File: src/rtl/mul4_seq.sv
// Sequential shift-and-add unsigned multiplier, W x W -> 2W bits, one multiplier bit per clock.
// Latency: W edges from the accepting edge to the one-cycle done pulse; issue interval W+2 cycles.
// Backpressure: none; start is only sampled in IDLE, and a start in RUN or DONE is dropped, not queued.
//
// Ports:
//   clk      system clock, rising edge
//   reset_n  asynchronous active-low reset (released synchronously by the surrounding design)
//   start    request to begin; sampled only while idle
//   A, B     multiplicand / multiplier, captured on the accepting edge only
//   busy     high while iterating
//   done     one-cycle pulse; P is valid while it is high
//   P        product register, holds the last result until the next operation completes
module mul4_seq #(
    parameter int W = 4
) (
    input  logic           clk,
    input  logic           reset_n,
    input  logic           start,
    input  logic [W-1:0]   A,
    input  logic [W-1:0]   B,
    output logic           busy,
    output logic           done,
    output logic [2*W-1:0] P
);

    localparam int CW = $clog2(W) + 1;
    localparam logic [CW-1:0] LAST = CW'(W - 1);

    typedef enum logic [1:0] {
        S_IDLE = 2'd0,
        S_RUN  = 2'd1,
        S_DONE = 2'd2
    } state_t;

    state_t           state_q;
    logic [2*W-1:0]   mcand_q;
    logic [W-1:0]     mplier_q;
    logic [2*W-1:0]   acc_q;
    logic [2*W-1:0]   acc_d;
    logic [CW-1:0]    cnt_q;
    logic [2*W-1:0]   p_q;
    logic             busy_q;
    logic             done_q;

    // Partial-product accumulate for the current iteration; the product of two
    // W-bit values always fits in 2W bits, so the add never overflows.
    always_comb begin
        acc_d = acc_q;
        if (mplier_q[0]) begin
            acc_d = acc_q + mcand_q;
        end
    end

    // busy/done are registered alongside the state so they switch exactly with it.
    always_ff @(posedge clk or negedge reset_n) begin
        if (!reset_n) begin
            state_q  <= S_IDLE;
            mcand_q  <= '0;
            mplier_q <= '0;
            acc_q    <= '0;
            cnt_q    <= '0;
            p_q      <= '0;
            busy_q   <= 1'b0;
            done_q   <= 1'b0;
        end else begin
            case (state_q)
                S_IDLE: begin
                    if (start) begin
                        mcand_q  <= {{W{1'b0}}, A};
                        mplier_q <= B;
                        acc_q    <= '0;
                        cnt_q    <= '0;
                        state_q  <= S_RUN;
                        busy_q   <= 1'b1;
                    end
                end
                S_RUN: begin
                    acc_q    <= acc_d;
                    mcand_q  <= mcand_q << 1;
                    mplier_q <= mplier_q >> 1;
                    cnt_q    <= cnt_q + CW'(1);
                    // Final iteration: publish the completed sum directly from acc_d.
                    if (cnt_q == LAST) begin
                        p_q     <= acc_d;
                        state_q <= S_DONE;
                        busy_q  <= 1'b0;
                        done_q  <= 1'b1;
                    end
                end
                S_DONE: begin
                    state_q <= S_IDLE;
                    done_q  <= 1'b0;
                end
                default: begin
                    state_q <= S_IDLE;
                    busy_q  <= 1'b0;
                    done_q  <= 1'b0;
                end
            endcase
        end
    end

    assign busy = busy_q;
    assign done = done_q;
    assign P    = p_q;

endmodule

File: config.mk
export PLATFORM = sky130hd
export DESIGN_NAME = mul4_seq
export DESIGN_NICKNAME = d
export VERILOG_FILES = /design/src/rtl/mul4_seq.sv
export SDC_FILE = /design/constraint.sdc
export NUM_CORES = 1
export LEC_CHECK = 0
export BUFFER_PORTS_ARGS = -buffer_cell sky130_fd_sc_hd__buf_2
export CAP_MARGIN = 10
export CORE_ASPECT_RATIO = 1.75
export CORE_UTILIZATION = 45
export CTS_CLUSTER_DIAMETER = 80
export CTS_CLUSTER_SIZE = 20
export DETAILED_ROUTE_END_ITERATION = 10
export SETUP_SLACK_MARGIN = 0.15
export SLEW_MARGIN = 20
export SYNTH_ARGS = -nofsm -noshare
export SYNTH_HDL_FRONTEND = slang
export SYNTH_SLANG_ARGS = --single-unit
File: constraint.sdc
create_clock -name clk -period 5.31 [get_ports clk]
set_input_delay 0.7965 -clock clk [delete_from_list [all_inputs] [get_ports clk]]
set_output_delay 0.7965 -clock clk [all_outputs]
set_load 0.02 [all_outputs]
==> results of run 1 <==
==> area by class of cell <==
| cell class | count | share of cell area (%) |
|---|---|---|
| timing repair buffer | 22 | 5.801 |
| multi-input combinational | 126 | 41.93 |
| clock buffer | 7 | 3.846 |
| clock inverter | 1 | 0.2522 |
| inverter | 6 | 1.135 |
| tap | 46 | 2.900 |
| sequential | 35 | 44.14 |
==> per-stage QoR <==
stage | cell area, µm² | hold slack [ns]
2_1_floorplan | 1763 | 0.4492
3_3_place_gp | 1903 | 0.4569
3_5_place_dp | 1903 | 0.4647
4_1_cts | 1984 | 0.4787
5_1_grt | 1984 | 0.5129
6_report | 1984 | 0.4719
==> critical path, stage by stage (launching register included) <==
cell      delay [ns]
dfrtp_1         0.41
ha_1            0.37
o211ai_1        0.24
nor3_1          0.12
o31a_1          0.32
or4_1           0.40
a31oi_1         0.20
==> cells by family after synthesis <==
logic type	count (synthesis)	synth area share [%]
flops	35	49.68
compound gates	59	21.65
simple gates	45	11.57
fa+ha+maj	10	7.523
mux	7	3.975
xor+xnor	5	2.484
buf+inv	14	3.123
==> path summary, 6_finish.rpt <==
check                           startpoint           to  slack (ns)
worst max-delay path            mcand_q[2]         P[7]        3.17
worst min-delay path                  P[2]         P[2]        0.47
worst max register to register  mcand_q[2]         P[7]        3.17
worst min register to register        P[2]         P[2]        0.47
max in group asynchronous          reset_n  mplier_q[0]        4.22
min in group asynchronous          reset_n         P[4]        0.59
==> power by group <==
group	switching [mW]	internal, mW
clock	0.0901	0.0919
sequential	0.0924	0.376
combinational	0.317	0.217
total	0.500	0.685
==> state kept, by name (all words and copies together), names as in the netlist <==
register / count
busy: 1
mcand_q: 8
done: 1
cnt_q: 3
mplier_q: 4
P: 8
acc_q: 8
state_q: 2
==> placed cells by master, fill, tap and decap left out, types with 2 or more instances in the layout <==
master | synthesis | routed
o31ai_1 | 2 | 2
a21oi_1 | 15 | 15
o21bai_1 | 2 | 2
dfrtp_1 | 35 | 35
nand2_1 | 21 | 21
buf_2 | 2 | 20
inv_1 | 6 | 6
mux2i_1 | 7 | 7
a21o_1 | 3 | 3
xnor2_1 | 4 | 4
a22o_1 | 10 | 10
ha_1 | 9 | 9
nor2_1 | 11 | 11
o21ai_0 | 18 | 18
a22oi_1 | 2 | 2
clkbuf_1 | 6 | 2
nor2b_1 | 6 | 6
clkbuf_8 | 0 | 5
buf_4 | 0 | 2
==> layer usage <==
layer,routed length [µm],up-vias,global-route usage (%),share of wire (%)
li1,-,664,-,-
met3,103,8,3.986,2.8
met4,79,0,9.358,2.1
met5,0,-,0,0
met2,1959,27,34.62,52
met1,1591,611,24.15,43
==> summary.txt, run 1 <==
Final layout
  – Layout area overhead: 12.56%
  – Post-Layout Cell Count: 243
  – Final core utilization: 53.62%
  – Area occupied by multi-input gates: 832.0 µm²
  – Fill cells: 355
  – Layout cells sized above 1: 15.23%
  – Ant diodes: 0
  – Register area: 875.8 µm²
  – Nets: 217

Synth
  – EDFF count, synth: 0
  – Syn Std Cell Area: 1763 µm²
  – Syn Inst Count: 175
  – Syn Nets: 196
  – Register area share after synthesis: 49.68%
  – Area contributors post-synth: dfrtp_1, ha_1, o21ai_0, a22o_1, nand2_1
  – Library cells used by synthesis: 33
  – Top cells by instance count after synthesis: dfrtp_1, nand2_1, o21ai_0
  – Syn_area_per_cell: 10.07 µm²
  – Main synth FF type: dfrtp_1
  – Yosys warns: 0
  – Area fraction of the dominant cell type after synthesis: 49.68%
  – FF+latch count, synth: 35
  – Synth area leader: dfrtp_1
  – Ys async rst share: 100.0%
  – Most frequent cell after synthesis: dfrtp_1

STA
  – Part of the cycle the worst path needs: 40.24%
  – Final Slew Violations: 0
  – Hold Fails Final Rpt: 0
  – Max Fclk: 0.4681 GHz
  – Final min period: 2.137 ns
  – Setup TNS: 0 ns
  – Slew @ Worst Pin: 0.7784 ns
  – Skew final: 0.008066 ns
  – Max-slew headroom: 48.11%
  – Post-route worst setup slack: 3.173 ns
  – Final setup fails: 0
  – Unrepaired setup endpoints after global routing: no

Hold path
  – Hold Path Class: reg -> reg
  – Hold path cells: 2

Floorplan
  – Ports: 21
  – Die width: 49.32 µm
  – Core area: 3701 µm²
  – Die Y: 84.80 µm
  – Die area: 4182 µm²
  – Initial core utilization: 47.63%
  – # rows: 29

Critical path
  – FF-to-FF path depth: 6
  – Setup crit start kind: flip-flop
  – Crit-path max FO: 4
  – Critical Path RT: 5.51 ns
  – Worst EP arrival: 2.34 ns
  – Worst Setup End Kind: flip-flop
  – Critical path type: reg -> reg

Placed design
  – Dpl hpwl: 2646 µm
  – Port bufs: 20
  – Placer's final routability congestion estimate: 0.8972
  – Inst Count DP: 235
  – Setup WS pre-CTS: 3.217 ns

CTS
  – Clock latency at the later pin of the worst-skew pair: 0.28 ns
  – Hold buffers post-CTS: 0
  – Post-cts resize count: 0
  – Clock sink count: 35
  – Bufs on Longest Clock Path: 2
  – TritonCTS clock tree: yes
  – Root Driver: clkbuf_8
  – Postcts setup bufs: 0
  – CTS H-tree depth: 2
  – Worst-path clk slew: 0.07 ns
  – TritonCTS buffer count: 5

Detailed routing
  – Avg Vias per Cell: 5.391
  – Drt drc: 0
  – Post-route antenna net violation count: 0
  – DRT Pass-1 Iters: 6
  – Routed vias: 1310
  – DRT Wirelength: 3735 µm
  – Routed wire per std cell: 15.37 µm
  – First DRT Iteration DRCs: 33

GRT
  – GRT Total Usage: 20.34%
  – First-pass GRT wire length: 6437 µm
  – Initial antenna violation count: 0
  – Gr ovfl total: 0
  – Pin count of the biggest net entering global routing: 36
  – Vias in the first global route: 1356

Pwr
  – Pwr dens: 597.0 nW/µm²
  – Max VDD drop: 0.3101 mV
  – Total power: 1.185 mW
  – P_leak: 0.9699 nW

Run
  – Max_cap viols: 0

Status
  – Outcome: finished clean
Note: power is estimated with default switching activity, not from simulation.
==> inputs of run 2 (changes only) <==
--- a/config.mk
+++ b/config.mk
@@ -12,6 +12,7 @@
 export CTS_CLUSTER_DIAMETER = 80
 export CTS_CLUSTER_SIZE = 20
 export DETAILED_ROUTE_END_ITERATION = 10
+export PLACE_DENSITY = 0.67
 export SETUP_SLACK_MARGIN = 0.15
 export SLEW_MARGIN = 20
 export SYNTH_ARGS = -nofsm -noshare
==> constraint.sdc (replaced) <==
create_clock -name clk -period 1.8 [get_ports clk]
set_input_delay 0.27 -clock clk [delete_from_list [all_inputs] [get_ports clk]]
set_output_delay 0.27 -clock clk [all_outputs]
set_load 0.02 [all_outputs]
==> run 2 against run 1 <==
The run now ends with setup timing left. First-iteration DRC count rose by 36%. Flip-flop and latch count did not move. Hold slack got worse by 0.21 ns. Final cell count increased by 13%. Via count grew 13%. Die area stayed put. Register-to-register slack got worse by 3.4 ns. Clock power increased to 3.2 times the previous value. Critical path type unchanged.
==> summary.txt, run 2 (synthesis gave the netlist of run 1 again) <==
STA
  – Part of the cycle the worst path needs: 113.5% (was 40.24%)
  – Post-route worst setup slack: -0.2429 ns (was 3.173 ns)
  – Final setup fails: 7 (was 0)
  – Max-slew headroom: 68.68% (was 48.11%)
  – Setup TNS: -0.8466 ns (was 0 ns)
  – Unrepaired setup endpoints after global routing: yes (was no)
  – Final Slew Violations: 0 (unchanged)
  – Hold Fails Final Rpt: 0 (unchanged)
  – Final min period: 2.043 ns (was 2.137 ns)
  – Max Fclk: 0.4895 GHz (was 0.4681 GHz)
  – Slew @ Worst Pin: 0.4681 ns (was 0.7784 ns)
  – Skew final: 0.006725 ns (was 0.008066 ns)

Pwr
  – P_leak: 1.151 nW (was 0.9699 nW)
  – Total power: 4.129 mW (was 1.185 mW)
  – Max VDD drop: 0.9456 mV (was 0.3101 mV)
  – Pwr dens: 1758 nW/µm² (was 597.0 nW/µm²)

GRT
  – Vias in the first global route: 1572 (was 1356)
  – GRT Total Usage: 24.70% (was 20.34%)
  – Gr ovfl total: 0 (unchanged)
  – Initial antenna violation count: 0 (unchanged)
  – First-pass GRT wire length: 7596 µm (was 6437 µm)
  – Pin count of the biggest net entering global routing: 36 (unchanged)

Critical path
  – Flop-to-flop setup slack: -0.24 ns (was 3.17 ns)
  – Crit-path max FO: 4 (unchanged)
  – Critical Path RT: 2.01 ns (was 5.51 ns)
  – Critical path type: reg -> reg (unchanged)
  – Worst EP arrival: 2.25 ns (was 2.34 ns)
  – Worst R2R Start: acc_q[1] (was mcand_q[2])
  – FF-to-FF path depth: 6 (unchanged)
  – FF-to-FF End: P[7] (unchanged)
  – Worst Setup End Kind: flip-flop (unchanged)
  – Setup crit start kind: flip-flop (unchanged)

Detailed routing
  – Drt drc: 0 (unchanged)
  – First DRT Iteration DRCs: 45 (was 33)
  – DRT Wirelength: 4417 µm (was 3735 µm)
  – Post-route antenna net violation count: 0 (unchanged)
  – DRT Pass-1 Iters: 4 (was 6)
  – Avg Vias per Cell: 5.400 (was 5.391)
  – Routed wire per std cell: 16.06 µm (was 15.37 µm)
  – Routed vias: 1485 (was 1310)

CTS
  – Root Driver: clkbuf_8 (unchanged)
  – Clock sink count: 35 (unchanged)
  – TritonCTS clock tree: yes (unchanged)
  – Worst-path clk slew: 0.07 ns (about the same)
  – CTS H-tree depth: 2 (unchanged)
  – Bufs on Longest Clock Path: 2 (unchanged)
  – Clock latency at the later pin of the worst-skew pair: 0.30 ns (was 0.28 ns)
  – TritonCTS buffer count: 5 (unchanged)

Final layout
  – Ant diodes: 0 (unchanged)
  – Commonest non-fill, non-tap cell in the layout: dfrtp_1 (unchanged)
  – Layout cells sized above 1: 32.75% (was 15.23%)
  – Final core utilization: 63.46% (was 53.62%)
  – Final instance area: 2349 µm² (was 1984 µm²)
  – Most frequent cells in the layout: dfrtp_1, buf_4, nand2_1, buf_2, o21ai_0 (was dfrtp_1, nand2_1, buf_2, o21ai_0, a21oi_1)
  – Nets: 250 (was 217)
  – Layout area overhead: 33.21% (was 12.56%)

Hold path
  – Hold path cells: 3 (was 2)
  – Hold Path Class: in -> reg (was reg -> reg)
  – Worst Hold End: mcand_q[0] (was P[2])
  – Hold path start: A[0] (was P[2])

Floorplan
  – Die width: 49.32 µm (unchanged)
  – Core area: 3701 µm² (unchanged)
  – Die Y: 84.80 µm (unchanged)
  – Die area: 4182 µm² (unchanged)
  – # rows: 29 (unchanged)
  – Initial core utilization: 47.63% (unchanged)
  – Ports: 21 (unchanged)

Placed design
  – Dpl hpwl: 3114 µm (was 2646 µm)
  – Placer's final routability congestion estimate: 0.8717 (was 0.8972)
  – Port bufs: 20 (unchanged)
  – Area after DPL: 2156 µm² (was 1903 µm²)
  – Setup WS pre-CTS: -0.2813 ns (was 3.217 ns)

Status
  – Violated checks: setup timing
  – Outcome: finished with violations (was finished clean)

Run
  – Max_cap viols: 0 (unchanged)
==> run 2: changes by cell type in the layout (fill, tap and decap cells not counted), moves of 3 or more <==
cell / previous run / this run
a21oi_1: 15 / 12
buf_4: 2 / 33
ha_1: 9 / 5
ha_4: 0 / 3
o21ai_0: 18 / 15
o21ai_1: 0 / 3
==> run 2: where the power goes <==
group	total [mW]	internal, mW	switching, mW
clock network	0.579	0.300	0.279
registers	1.34	1.11	0.233
logic	2.21	1.03	1.18
total	4.13	2.44	1.69
==> run 2: cell type report <==
class | instances | area [µm²]
clock buffers | 6 | 82.58
clock inverters | 1 | 5.005
fillers | 330 | 1353
inverters | 6 | 22.52
multi-input cells | 126 | 927.1
flip-flops and latches | 35 | 875.8
well taps | 46 | 57.56
repair buffers | 55 | 377.9
==> run 2: worst max-delay path: stages (launching register included) <==
cell	delay, ns
dfrtp_1	0.39
ha_1	0.32
a211oi_2	0.28
nor3_2	0.10
o31a_1	0.29
or4_1	0.43
a31oi_1	0.16
==> run 2: per-stage QoR <==
stage / std cells / hold WS, ns
5_1_grt: 275 / 0.2736
6_report: 275 / 0.2608
4_1_cts: 273 / 0.2692
3_3_place_gp: 262 / 0.2429
3_5_place_dp: 262 / 0.2476
2_1_floorplan: 175 / -0.02559
==> run 2: how the worst max path moves through the flow <==
stage / slack, ns / endpoint / cells past startpoint / from
5_1_grt: -0.31 / P[7] / 6 / acc_q[1]
3_5_place_dp: -0.28 / P[7] / 7 / mcand_q[4]
2_1_floorplan: -0.08 / acc_q[7] / 6 / acc_q[1]
6_report: -0.24 / P[7] / 6 / acc_q[1]
3_3_place_gp: -0.14 / P[7] / 6 / acc_q[1]
4_1_cts: -0.22 / P[7] / 6 / acc_q[1]
==> run 2: layer usage <==
| metal | global-route usage [%] | share of wire (%) | vias up |
|---|---|---|---|
| li1 | - | - | 733 |
| met1 | 27.30 | 40 | 710 |
| met2 | 44.71 | 55 | 33 |
| met3 | 4.891 | 2.8 | 9 |
| met4 | 10.16 | 2.0 | 0 |
| met5 | 0 | 0 | - |
==> run 2: timing repair <==
action	CTS	global route
hold endpoints to repair	35	0
endpoints found under the setup margin	8	10
pin swaps	6	2
hold buffers	1	0
resized for setup	5	4
setup buffers	3	2
==> inputs of run 3 (changes only) <==
--- a/config.mk
+++ b/config.mk
@@ -5,6 +5,7 @@
 export SDC_FILE = /design/constraint.sdc
 export NUM_CORES = 1
 export LEC_CHECK = 0
+export ABC_AREA = 1
 export BUFFER_PORTS_ARGS = -buffer_cell sky130_fd_sc_hd__buf_2
 export CAP_MARGIN = 10
 export CORE_ASPECT_RATIO = 1.75
@@ -12,7 +13,6 @@
 export CTS_CLUSTER_DIAMETER = 80
 export CTS_CLUSTER_SIZE = 20
 export DETAILED_ROUTE_END_ITERATION = 10
-export PLACE_DENSITY = 0.67
 export SETUP_SLACK_MARGIN = 0.15
 export SLEW_MARGIN = 20
 export SYNTH_ARGS = -nofsm -noshare
==> constraint.sdc (replaced) <==
create_clock -name clk -period 2.2 [get_ports clk]
set_input_delay 0.33 -clock clk [delete_from_list [all_inputs] [get_ports clk]]
set_output_delay 0.33 -clock clk [all_outputs]
set_load 0.02 [all_outputs]
==> run 3 against run 2 <==
The flow now finishes without violations. Global-route usage down 3.5 points. First-iteration DRC count down 38%. Synthesized cell count up 22%. Register-to-register slack better by 0.68 ns. Sequential power down 13%. Clock power down 4.3%. Flip-flop and latch count unchanged. Cell area down 13%. Via count down 1.6%. Worst setup slack better by 0.68 ns. Largest power group unchanged.
==> summary.txt, run 3 <==
Synth
  – Area fraction of the dominant cell type after synthesis: 48.75% (was 49.68%)
  – Area contributors post-synth: dfrtp_1, nand2_1, ha_1, nand3_1, inv_1 (was dfrtp_1, ha_1, o21ai_0, a22o_1, nand2_1)
  – Syn Inst Count: 213 (was 175)
  – Ys async rst share: 100.0% (unchanged)
  – Most frequent cell after synthesis: nand2_1 (was dfrtp_1)
  – Syn Nets: 234 (was 196)
  – Syn Std Cell Area: 1797 µm² (was 1763 µm²)
  – Top cells by instance count after synthesis: nand2_1, dfrtp_1, inv_1 (was dfrtp_1, nand2_1, o21ai_0)
  – Syn_area_per_cell: 8.435 µm² (was 10.07 µm²)
  – FF+latch count, synth: 35 (unchanged)
  – Register area share after synthesis: 48.75% (was 49.68%)
  – Library cells used by synthesis: 25 (was 33)
  – Yosys warns: 0 (unchanged)
  – Synth area leader: dfrtp_1 (unchanged)
  – EDFF count, synth: 0 (unchanged)
  – Main synth FF type: dfrtp_1 (unchanged)

CTS
  – Postcts setup bufs: 0 (was 3)
  – Root Driver: clkbuf_8 (unchanged)
  – Post-cts resize count: 0 (was 5)
  – Bufs on Longest Clock Path: 2 (unchanged)
  – Clock latency at the later pin of the worst-skew pair: 0.29 ns (was 0.30 ns)
  – CTS H-tree depth: 2 (unchanged)
  – Worst-path clk slew: 0.07 ns (about the same)
  – Hold buffers post-CTS: 0 (was 1)
  – TritonCTS buffer count: 5 (unchanged)
  – Clock sink count: 35 (unchanged)
  – TritonCTS clock tree: yes (unchanged)

Floorplan
  – Die area: 4259 µm² (was 4182 µm²)
  – Ports: 21 (unchanged)
  – Initial core utilization: 46.47% (was 47.63%)
  – Die width: 49.77 µm (was 49.32 µm)
  – Die Y: 85.59 µm (was 84.80 µm)
  – Core area: 3866 µm² (was 3701 µm²)
  – # rows: 30 (was 29)

Critical path
  – Critical path type: reg -> reg (unchanged)
  – Max stage delay on crit path: 0.40 ns (was 0.43 ns)
  – Setup crit start kind: flip-flop (unchanged)
  – Most used cell, CP: nand2_1
  – Crit-path max FO: 3 (was 4)
  – Worst path top cell family by delay: adder cells (was compound AO/OA/AOI/OAI gates)
  – Worst Setup End Kind: flip-flop (unchanged)
  – Critical Path RT: 2.38 ns (was 2.01 ns)
  – CP Launch Point: mcand_q[0] (was acc_q[1])
  – End point of the critical path: acc_q[6] (was P[7])
  – Worst R2R Start: mcand_q[0] (was acc_q[1])
  – Critical Path, Cell by Cell: ha_1 -> fa_1 -> nand2_1 -> nand2_1 -> nand3b_1 -> nand2_1 -> nand2_1 -> nand3_1 -> nand3_1 -> nand2_1 (was ha_1 -> a211oi_2 -> nor3_2 -> o31a_1 -> or4_1 -> a31oi_1)
  – FF-to-FF path depth: 10 (was 6)
  – Worst path bufs/invs: 0 (unchanged)
  – Worst EP arrival: 1.94 ns (was 2.25 ns)
  – Slowest stage cell on the critical path: dfrtp_1 (was or4_1)
  – WP depth: 10 (was 6)
  – Flop-to-flop setup slack: 0.44 ns (was -0.24 ns)
  – FF-to-FF End: acc_q[6] (was P[7])

Final layout
  – Layout area overhead: 13.09% (was 33.21%)
  – Register area: 875.8 µm² (unchanged)
  – Post-Layout Cell Count: 284 (was 275)
  – Commonest non-fill, non-tap cell in the layout: nand2_1 (was dfrtp_1)
  – Final core utilization: 52.56% (was 63.46%)
  – Area occupied by multi-input gates: 792.0 µm² (was 927.1 µm²)
  – Fill cells: 380 (was 330)
  – Ant diodes: 0 (unchanged)
  – Most frequent cells in the layout: nand2_1, dfrtp_1, buf_2, inv_1, nand3_1 (was dfrtp_1, buf_4, nand2_1, buf_2, o21ai_0)
  – Nets: 257 (was 250)
  – Layout cells sized above 1: 16.53% (was 32.75%)

Status
  – Outcome: finished clean (was finished with violations)

STA
  – Final min period: 1.763 ns (was 2.043 ns)
  – Skew final: 0.004434 ns (was 0.006725 ns)
  – Part of the cycle the worst path needs: 80.12% (was 113.5%)
  – Max-slew headroom: 45.84% (was 68.68%)
  – Final setup fails: 0 (was 7)
  – WHS: 0.1267 ns (was 0.2608 ns)
  – Max Fclk: 0.5673 GHz (was 0.4895 GHz)
  – Slew @ Worst Pin: 0.8124 ns (was 0.4681 ns)
  – Final Slew Violations: 0 (unchanged)
  – Setup TNS: 0 ns (was -0.8466 ns)
  – Hold Fails Final Rpt: 0 (unchanged)
  – Unrepaired setup endpoints after global routing: no (was yes)

Detailed routing
  – Routed wire per std cell: 13.72 µm (was 16.06 µm)
  – First DRT Iteration DRCs: 28 (was 45)
  – Routed vias: 1461 (was 1485)
  – DRT Wirelength: 3896 µm (was 4417 µm)
  – Avg Vias per Cell: 5.144 (was 5.400)
  – Drt drc: 0 (unchanged)
  – DRT Pass-1 Iters: 4 (unchanged)
  – Post-route antenna net violation count: 0 (unchanged)

Placed design
  – Port bufs: 20 (unchanged)
  – Inst Count DP: 277 (was 262)
  – Dpl hpwl: 2888 µm (was 3114 µm)
  – Placer's final routability congestion estimate: 0.8062 (was 0.8717)

Run
  – Max_cap viols: 0 (unchanged)

GRT
  – Vias in the first global route: 1451 (was 1572)
  – Gr ovfl total: 0 (unchanged)
  – Initial antenna violation count: 0 (unchanged)
  – GRT Total Usage: 21.22% (was 24.70%)
  – First-pass GRT wire length: 6672 µm (was 7596 µm)
  – Pin count of the biggest net entering global routing: 36 (unchanged)

Pwr
  – P_leak: 1.066 nW (was 1.151 nW)
  – Max VDD drop: 0.7599 mV (was 0.9456 mV)
  – Pwr dens: 1625 nW/µm² (was 1758 nW/µm²)

Hold path
  – Hold Path Class: in -> async (was in -> reg)
run 3: per-layer routing:
metal	up-vias	global-route usage [%]	routed length, µm
li1	739	-	-
met1	694	22.69	1514
met3	8	3.723	82
met2	20	39.80	2209
met5	-	0	0
met4	0	8.571	90
run 3: stage by stage:
step           worst slack (ns)  power [mW]  instance area (µm²)
2_1_floorplan            0.5963       2.360                 1797
6_report                 0.4373       3.303                 2032
4_1_cts                  0.4359       3.349                 2032
3_5_place_dp             0.4479       2.780                 1929
5_1_grt                  0.2203       3.623                 2032
3_3_place_gp             0.4686       2.767                 1929
run 3: where the power goes:
part / switching, mW / internal, mW
clock network: 0.222 / 0.332
registers: 0.238 / 0.933
logic: 0.982 / 0.596
run 3: worst register-to-register path: cells and delay by family (launching register included):
family                     cells  cell delay (ns)
adders and majority gates      2             0.63
DFF                            1             0.40
and+or+nand+nor                8             0.63
run 3: area by class of cell:
| class | instances | share of cell area (%) |
|---|---|---|
| Sequential cell | 35 | 43.10 |
| Multi-Input combinational cell | 149 | 38.98 |
| Timing Repair Buffer | 22 | 5.665 |
| Clock buffer | 6 | 3.571 |
| Clock inverter | 1 | 1.478 |
| Tap cell | 48 | 2.956 |
| Inverter | 23 | 4.249 |
run 3: worst min-delay path by stage:
stage	start	endpoint	slack [ns]	cells past startpoint
floorplan	reset_n	P[0]	0.03	0
global placement	reset_n	mcand_q[7]	0.46	1
detailed placement	reset_n	mcand_q[7]	0.46	1
CTS	reset_n	acc_q[2]	0.16	1
global route	reset_n	acc_q[0]	0.20	1
finish	reset_n	mcand_q[7]	0.13	1
run 3: cell families (layout without fill, tap and decap cells):
kind of cell	Yosys count	in the layout	synth area share, %
AO/OA/AOI/OAI	37	37	11.84
XOR/XNOR	1	1	0.4876
buffers and inverters	29	52	7.173
AND/OR/NAND/NOR	101	101	24.37
adder cells (fa/ha/maj)	10	10	7.382
flip-flops	35	35	48.75
